<file path="config.mk">
export PLATFORM = sky130hd
export DESIGN_NAME = enc_readout_sequencer
export DESIGN_NICKNAME = d
export VERILOG_FILES = /design/src/rtl/enc_readout_pkg.sv /design/src/rtl/enc_snapshot_bank.sv /design/src/rtl/enc_readout_sequencer.sv
export SDC_FILE = /design/constraint.sdc
export NUM_CORES = 1
export LEC_CHECK = 0
export CAP_MARGIN = 20
export CORE_MARGIN = 2
export CORE_UTILIZATION = 55
export CTS_BUF_LIST = sky130_fd_sc_hd__clkbuf_4 sky130_fd_sc_hd__clkbuf_8
export DETAILED_ROUTE_END_ITERATION = 7
export HOLD_SLACK_MARGIN = 0.08
export PLACE_DENSITY = 0.95
export SLEW_MARGIN = 30
export SYNTH_ARGS = -nofsm -noshare
export SYNTH_HDL_FRONTEND = slang
export SYNTH_SLANG_ARGS = --single-unit
</file>
<file path="constraint.sdc">
create_clock -name clk -period 4.38 [get_ports clk]
set_input_delay 0.876 -clock clk [delete_from_list [all_inputs] [get_ports clk]]
set_output_delay 0.876 -clock clk [all_outputs]
set_load 0.02 [all_outputs]
</file>
<file path="src/rtl/enc_readout_pkg.sv">
// Shared types and header layout for the encoder readout sequencer.
// Optional delta readout is controlled by ENC_DELTA_READ_EN (see enc_snapshot_bank).
package enc_readout_pkg;

    typedef enum logic [0:0] {
        IDLE = 1'b0,
        SEND = 1'b1
    } state_t;

    localparam int HDR_NCH_W = 4;

endpackage

</file>
<file path="src/rtl/enc_snapshot_bank.sv">
// Atomic snapshot of all channel counts, with optional per-channel reference
// registers and delta subtraction when ENC_DELTA_READ_EN is defined.
module enc_snapshot_bank
    import enc_readout_pkg::*;
#(
    parameter int NUM_CH  = 4,
    parameter int COUNT_W = 16
) (
    input  logic                      clk,
    input  logic                      reset,
    input  logic                      capture,
    input  logic                      commit,
    input  logic [NUM_CH*COUNT_W-1:0] counts_in,
    output logic [NUM_CH*COUNT_W-1:0] words_out
);

    genvar gi;
    generate
        for (gi = 0; gi < NUM_CH; gi++) begin : g_ch
            logic [COUNT_W-1:0] snap_q;
            logic [COUNT_W-1:0] snap_d;

            always_comb begin
                snap_d = snap_q;
                if (capture) begin
                    snap_d = counts_in[gi*COUNT_W +: COUNT_W];
                end
            end

            always_ff @(posedge clk) begin
                if (reset) begin
                    snap_q <= '0;
                end else begin
                    snap_q <= snap_d;
                end
            end

`ifdef ENC_DELTA_READ_EN
            logic [COUNT_W-1:0] ref_q;
            logic [COUNT_W-1:0] ref_d;

            // References only advance on a completed frame, so aborted frames lose no motion.
            always_comb begin
                ref_d = ref_q;
                if (commit) begin
                    ref_d = snap_q;
                end
            end

            always_ff @(posedge clk) begin
                if (reset) begin
                    ref_q <= '0;
                end else begin
                    ref_q <= ref_d;
                end
            end

            assign words_out[gi*COUNT_W +: COUNT_W] = snap_q - ref_q;
`else
            assign words_out[gi*COUNT_W +: COUNT_W] = snap_q;
`endif
        end
    endgenerate

`ifndef ENC_DELTA_READ_EN
    logic unused_commit;
    assign unused_commit = commit;
`endif

endmodule

</file>
<file path="src/rtl/enc_readout_sequencer.sv">
// Frame sequencer: snapshots encoder counts on frameStart, then streams a header
// and one word per channel over valid/ready. Delta mode: ENC_DELTA_READ_EN.
module enc_readout_sequencer
    import enc_readout_pkg::*;
#(
    parameter int NUM_CH  = 4,
    parameter int COUNT_W = 16
) (
    input  logic                      clk,
    input  logic                      reset,
    input  logic [NUM_CH*COUNT_W-1:0] encoderCounts,
    input  logic                      frameStart,
    input  logic                      frameEnd,
    output logic [COUNT_W-1:0]        txData,
    output logic                      txValid,
    input  logic                      txReady,
    output logic                      busy,
    output logic [COUNT_W-1:0]        frameSeq
);

    localparam int W_W = $clog2(NUM_CH + 1);

    state_t             state_q, state_d;
    logic [W_W-1:0]     w_q, w_d;
    logic [COUNT_W-1:0] txData_q, txData_d;
    logic [COUNT_W-1:0] frameSeq_q, frameSeq_d;
    logic               capture;
    logic               commit;
    logic [NUM_CH*COUNT_W-1:0] bank_words;
    logic [COUNT_W-1:0] ch_word [NUM_CH];
    logic [COUNT_W-1:0] next_word;
    logic [COUNT_W-1:0] header;

    enc_snapshot_bank #(
        .NUM_CH (NUM_CH),
        .COUNT_W(COUNT_W)
    ) u_bank (
        .clk      (clk),
        .reset    (reset),
        .capture  (capture),
        .commit   (commit),
        .counts_in(encoderCounts),
        .words_out(bank_words)
    );

    genvar gi;
    generate
        for (gi = 0; gi < NUM_CH; gi++) begin : g_word
            assign ch_word[gi] = bank_words[gi*COUNT_W +: COUNT_W];
        end
    endgenerate

    assign header = {frameSeq_q[COUNT_W-1:HDR_NCH_W], HDR_NCH_W'(NUM_CH)};

    // Word w+1 carries channel w, so the current index selects the next channel.
    always_comb begin
        next_word = '0;
        for (int k = 0; k < NUM_CH; k++) begin
            if (w_q == W_W'(k)) begin
                next_word = ch_word[k];
            end
        end
    end

    always_comb begin
        state_d    = state_q;
        w_d        = w_q;
        txData_d   = txData_q;
        frameSeq_d = frameSeq_q;
        capture    = 1'b0;
        commit     = 1'b0;
        case (state_q)
            IDLE: begin
                if (frameStart && !frameEnd) begin
                    state_d  = SEND;
                    w_d      = '0;
                    capture  = 1'b1;
                    txData_d = header;
                end
            end
            SEND: begin
                if (frameEnd) begin
                    state_d  = IDLE;
                    w_d      = '0;
                    txData_d = '0;
                end else if (txReady) begin
                    if (w_q == W_W'(NUM_CH)) begin
                        state_d    = IDLE;
                        w_d        = '0;
                        txData_d   = '0;
                        frameSeq_d = frameSeq_q + 1'b1;
                        commit     = 1'b1;
                    end else begin
                        w_d      = w_q + 1'b1;
                        txData_d = next_word;
                    end
                end
            end
            default: begin
                state_d = IDLE;
            end
        endcase
    end

    always_ff @(posedge clk) begin
        if (reset) begin
            state_q    <= IDLE;
            w_q        <= '0;
            txData_q   <= '0;
            frameSeq_q <= '0;
        end else begin
            state_q    <= state_d;
            w_q        <= w_d;
            txData_q   <= txData_d;
            frameSeq_q <= frameSeq_d;
        end
    end

    assign txData   = txData_q;
    assign txValid  = (state_q == SEND);
    assign busy     = (state_q == SEND);
    assign frameSeq = frameSeq_q;

endmodule

</file>
# Word-level counts from Yosys, hierarchy flattened
# Cells that the tools add are included.
# classes
mux,20
n_reduce_logical,5
addsub,2
eq_ne,6
bitwise_logic,2
# op_table
op,count
two-way mux 16 bit,8
one-hot mux 16 bit (2 select lines),1
adder 16 x 1 -> 16 bit (second input constant),1
two-way mux 3 bit,4
equality test 3 x 2 -> 1 bit (second input constant),2
one-hot mux 3 bit (2 select lines),1
two-way mux 1 bit,5
AND reduction 4 bit,1
adder 3 x 1 -> 3 bit (second input constant),1
equality test 3 x 1 -> 1 bit (second input constant),1
equality test 3 bit (second input constant),1
zero test 3 bit,1
inequality test 3 bit (second input constant),1
inequality test 2 bit (second input constant),1
NOT 1 bit,2
one-hot mux 1 bit (2 select lines),1
AND reduction 2 bit,1
logical AND 1 bit,1
zero test 1 bit,1
# word_totals
wordCells,43
output_inout_bits,34
regBits,100

# Logic depth before layout (Yosys ltp)
# logic_depth
depth_word,9
mapped_depth,8

# Hierarchy
# Synthesis repeated with hierarchy kept, for this count alone.
# unflattened
hier_cells,487
hier_area_um2,4578.1
# modules_own_cells
mod,cells_each,area_each_um2,n_inst,seq_area_each_um2
enc_snapshot_bank,206,2290.9,1,1281.2
enc_readout_sequencer,281,2287.2,1,720.7

# Least setup slack after synthesis
# Ideal clock, no wire load.
# synth_timing
path_type,input -> register
startpoint,input frameEnd
endpoint,"register frameSeq_q[15], in the netlist frameSeq[15]"
t_required_ns,4.310
path_stages,6
arrival_time_ns,2.202
n_path_buf,2
setup_slack_ns,2.108
cell_sequence,nand2b_1 -> buf_6 -> or3_1 -> buf_2 -> or4_1 -> a21oi_1
# synth_via
elab_chain_cells,2
# synth_rtl
element,line_no,source
from (decl),enc_readout_sequencer.sv:13,"input logic frameEnd,"
NOT 1 bit (no source line),-,
AND reduction 4 bit (no source line),-,
to (signal assigned),enc_readout_sequencer.sv:115,frameSeq_q <= frameSeq_d;
to (decl),enc_readout_sequencer.sv:26,"logic [COUNT_W-1:0] frameSeq_q, frameSeq_d;"
# No other way between the ends.
# A chain may end at the register's enable or synchronous reset.

# Worst setup path in the final report
# layout_timing
startpoint,register w_q[0]
endpoint,"register txData_q[7], in the netlist txData[7]"
# layout_via
elab_chain_cells,9
elab_cells_between_ends,13
classes_between,eq/ne (4); mux (8); reduce/logical (1)
# layout_rtl
element,line_no,source
from (decl),enc_readout_sequencer.sv:24,"logic [W_W-1:0] w_q, w_d;"
from (signal assigned),enc_readout_sequencer.sv:113,w_q <= w_d;
zero test 3 bit,enc_readout_sequencer.sv:59,if (w_q == W_W'(k)) begin
two-way mux 16 bit (4 in series),enc_readout_sequencer.sv:59,
two-way mux 16 bit (*),enc_readout_sequencer.sv:87,if (w_q == W_W'(NUM_CH)) begin
two-way mux 16 bit (*),enc_readout_sequencer.sv:86,end else if (txReady) begin
two-way mux 16 bit (*),enc_readout_sequencer.sv:82,if (frameEnd) begin
one-hot mux 16 bit (2 select lines) (*),enc_readout_sequencer.sv:72,case (state_q)
to (signal assigned),enc_readout_sequencer.sv:114,txData_q <= txData_d;
to (decl),enc_readout_sequencer.sv:25,"logic [COUNT_W-1:0] txData_q, txData_d;"
# Every way passes the cells marked *; elsewhere a longest branch is shown, timed or not. The select of a mux whose other input is x is not followed.

==> flow_summary.yaml <==
detailed_routing:
  ant_nets: 0
  num_vias: 4440
  drt_wl_total_um: 11800
  vias_per_cell: 5.85
  dr.pass1.iters: 5
  drc_errors: 0
  wl_per_cell_um: 15.6
  drt_iter0_drc: 363
global_routing:
  grt_pass1_vias: 4052
  grtUsageMet2: 0.459
  grt_overflow: 0
  grt-busiest-layer: "met2"
  grt_use_met3: 0.0425
  grt_antenna_before_repair: 0
  grt_pass1_wl_um: 19100
  grt_util_met1: 0.348
  grtUsageTotal: 0.274
  grt_max_degree: 66
synth:
  synth.avg_cell_area_um2: 7.66
  synth-xor-area-share: 0.0138
  synthCells: 581
  muxShareOfSynthArea: 0
  synth-async-reset-ratio: 0
  seq_area_frac_synth: 0.450
  syn_area_um2: 4450
  synth_area_leaders: "dfxtp_1, nand2_1, a21oi_1"
  synth_compound_area_frac: 0.189
  syn-num-nets: 656
  synth_cell_types: 40
  yosysTopAreaCellShare: 0.450
  yosysWarnings: 0
  synthSimpleGateAreaFrac: 0.277
  synth-adder-area-share: 0.0169
  synth_area_leader_cell: "dfxtp_1"
  synth_edf_count: 0
  synth_ff_type: "dfxtp_1"
  synth_seq_cells: 100
  synth_top_family_by_area: "simple AND/OR/NAND/NOR gates"
outcome:
  status: "finished clean"
timing:
  setup_viol: 0
  fin_setup_tns_ns: 0
  rsz0062_at_grt: "false"
  max_clock_freq_ghz: 0.344
  timing.final.crit_period_ns: 2.91
  worst_pin_slew_ns: 0.969
  setup_slack_ns: 1.47
  final.period_utilization: 0.664
  hold_viol_final: 0
  hold_slack_ns: 0.454
  clock_skew_ns: 0.00673
  slew_headroom: 0.354
  finalMaxSlewViolations: 0
cts:
  cts_inserted_buffers: 9
  cts_hold_buf: 0
  cts_buffer_depth: 2
  cts_num_sinks: 100
  worstSkewPairLatency_ns: 0.38
  ctsResizeCount: 0
  htreeDepth: 3
  cts_tree: "done"
  clkTransAtPathRegs_ns: 0.09
  postCtsSetupRepairBufs: 0
  cts.root.buffer_cell: "clkbuf_8"
critical_path:
  crit_arrival_ns: 3.21
  critPathLaunchType: "flip-flop"
  crit_end: "txData[7]"
  worstPathMaxFanout: 31
  reg2reg_depth: 6
  crit_required_ns: 4.68
  rr_startpoint: "w_q[0]"
  r2r_slack_ns: 1.47
  crit_path_start: "w_q[0]"
  r2r-end: "txData[7]"
  crit_path_end_kind: "flip-flop"
  critical_path_class: "flip-flop to flip-flop"
cells_and_area:
  final_nets: 728
  n_antenna_cell: 0
  final_cells: 759
  mostFrequentLayoutCells: "nand2_1, clkdlybuf4s50_1, dfxtp_1, a21oi_1, nor2b_1"
  syn_to_final_growth_pct: 25.9
  drive_gt1_frac: 0.0411
  final_cell_area_um2: 5610
  nFillCells: 598
  final_common_cell: "nand2_1"
run:
  cap_violations: 0
floorplanning:
  dieArea_um2: 8830
  start_util: 0.573
  die_height_um: 94.0
  core_um2: 7770
  dieWidth_um: 94.0
  ioPinCount: 103
  rows: 32
place:
  io_buffers: 102
  place_congestion: 0.929
  dp.cells: 744
  place_hpwl_um: 8320
  place_ws_ns: 1.22
  place_area_um2: 5430
power:
  p_leak_nw: 1.89
  power.density_nw_per_um2: 310
  max-vdd-ir-drop_mv: 0.151
worst_hold_path:
  hold_path_class: "flip-flop to flip-flop"
==> critical path, stage by stage (launching register included) <==
cell and delay (ns):
dfxtp_1 0.44, ha_1 0.18, ha_1 0.77, nand2b_1 0.12, a21oi_1 0.80, a311oi_1 0.29
nor3_1 0.23
==> metal layers <==
| metal | up-vias | wire, um |
|---|---|---|
| met2 | 217 | 5850 |
| li1 | 2116 | - |
| met3 | 34 | 861 |
| met4 | 0 | 340 |
| met5 | - | 0 |
| met1 | 2073 | 4750 |
==> layout make-up <==
cell class	instances	area [um^2]	area share
Clock inverter	2	10.0	0.00179
Inverter	6	22.5	0.00402
Timing Repair Buffer	106	1050	0.187
Sequential cell	100	2000	0.357
Multi-Input combinational cell	430	2230	0.398
Clock buffer	13	166	0.0297
Tap cell	102	128	0.0228
==> sequential cells by signal, indices dropped and copies added (netlist names) <==
signal / flops
txData: 16
busy: 1
frameSeq: 16
w_q: 3
u_bank.g_ch.snap_q: 64
==> cells by family (layout without fill, tap and decap cells) <==
group                    count (synthesis)  count (layout)
AND/OR/NAND/NOR                        277             277
flip-flops                             100             100
XOR/XNOR                                 7               7
AO/OA/AOI/OAI                          140             140
adder cells (fa/ha/maj)                  6               6
buffers and inverters                   51             127
==> where the power goes <==
group	internal [W]	switching, W	leakage, nW
sequential	0.000946	0.0000235	0.815
clock	0.000246	0.000302	0.0961
combinational	0.000110	0.000112	0.980
total	0.00130	0.000438	1.89
==> worst min-delay path by stage <==
stage / start / endpoint / slack (ns) / depth (start not counted)
2_1_floorplan: u_bank.g_ch[2].snap_q[0] / u_bank.g_ch[2].snap_q[0] / 0.43 / 2
3_3_place_gp: u_bank.g_ch[2].snap_q[2] / u_bank.g_ch[2].snap_q[2] / 0.44 / 2
3_5_place_dp: u_bank.g_ch[2].snap_q[0] / u_bank.g_ch[2].snap_q[0] / 0.44 / 2
4_1_cts: u_bank.g_ch[2].snap_q[0] / u_bank.g_ch[2].snap_q[0] / 0.45 / 2
5_1_grt: u_bank.g_ch[2].snap_q[0] / u_bank.g_ch[2].snap_q[0] / 0.47 / 2
6_report: u_bank.g_ch[2].snap_q[0] / u_bank.g_ch[2].snap_q[0] / 0.45 / 2
==> stage by stage <==
step	total power, W	utilization
4_1_cts	0.00173	0.721
2_1_floorplan	0.00110	-
3_5_place_dp	0.00121	0.699
3_3_place_gp	0.00120	0.698
5_1_grt	0.00179	0.722
6_report	0.00174	0.722
==> synth_stat cells, types with 5 or more instances <==
cell,n
xnor2_1,7
o211ai_1,13
nor2b_1,27
nand2b_1,7
o21ai_0,18
a21oi_1,78
a311oi_1,12
dfxtp_1,100
ha_1,6
or3_1,5
clkbuf_1,35
nor3_1,14
nand2_1,177
inv_1,6
nor2_1,25
(Power assumes the default switching activity.)
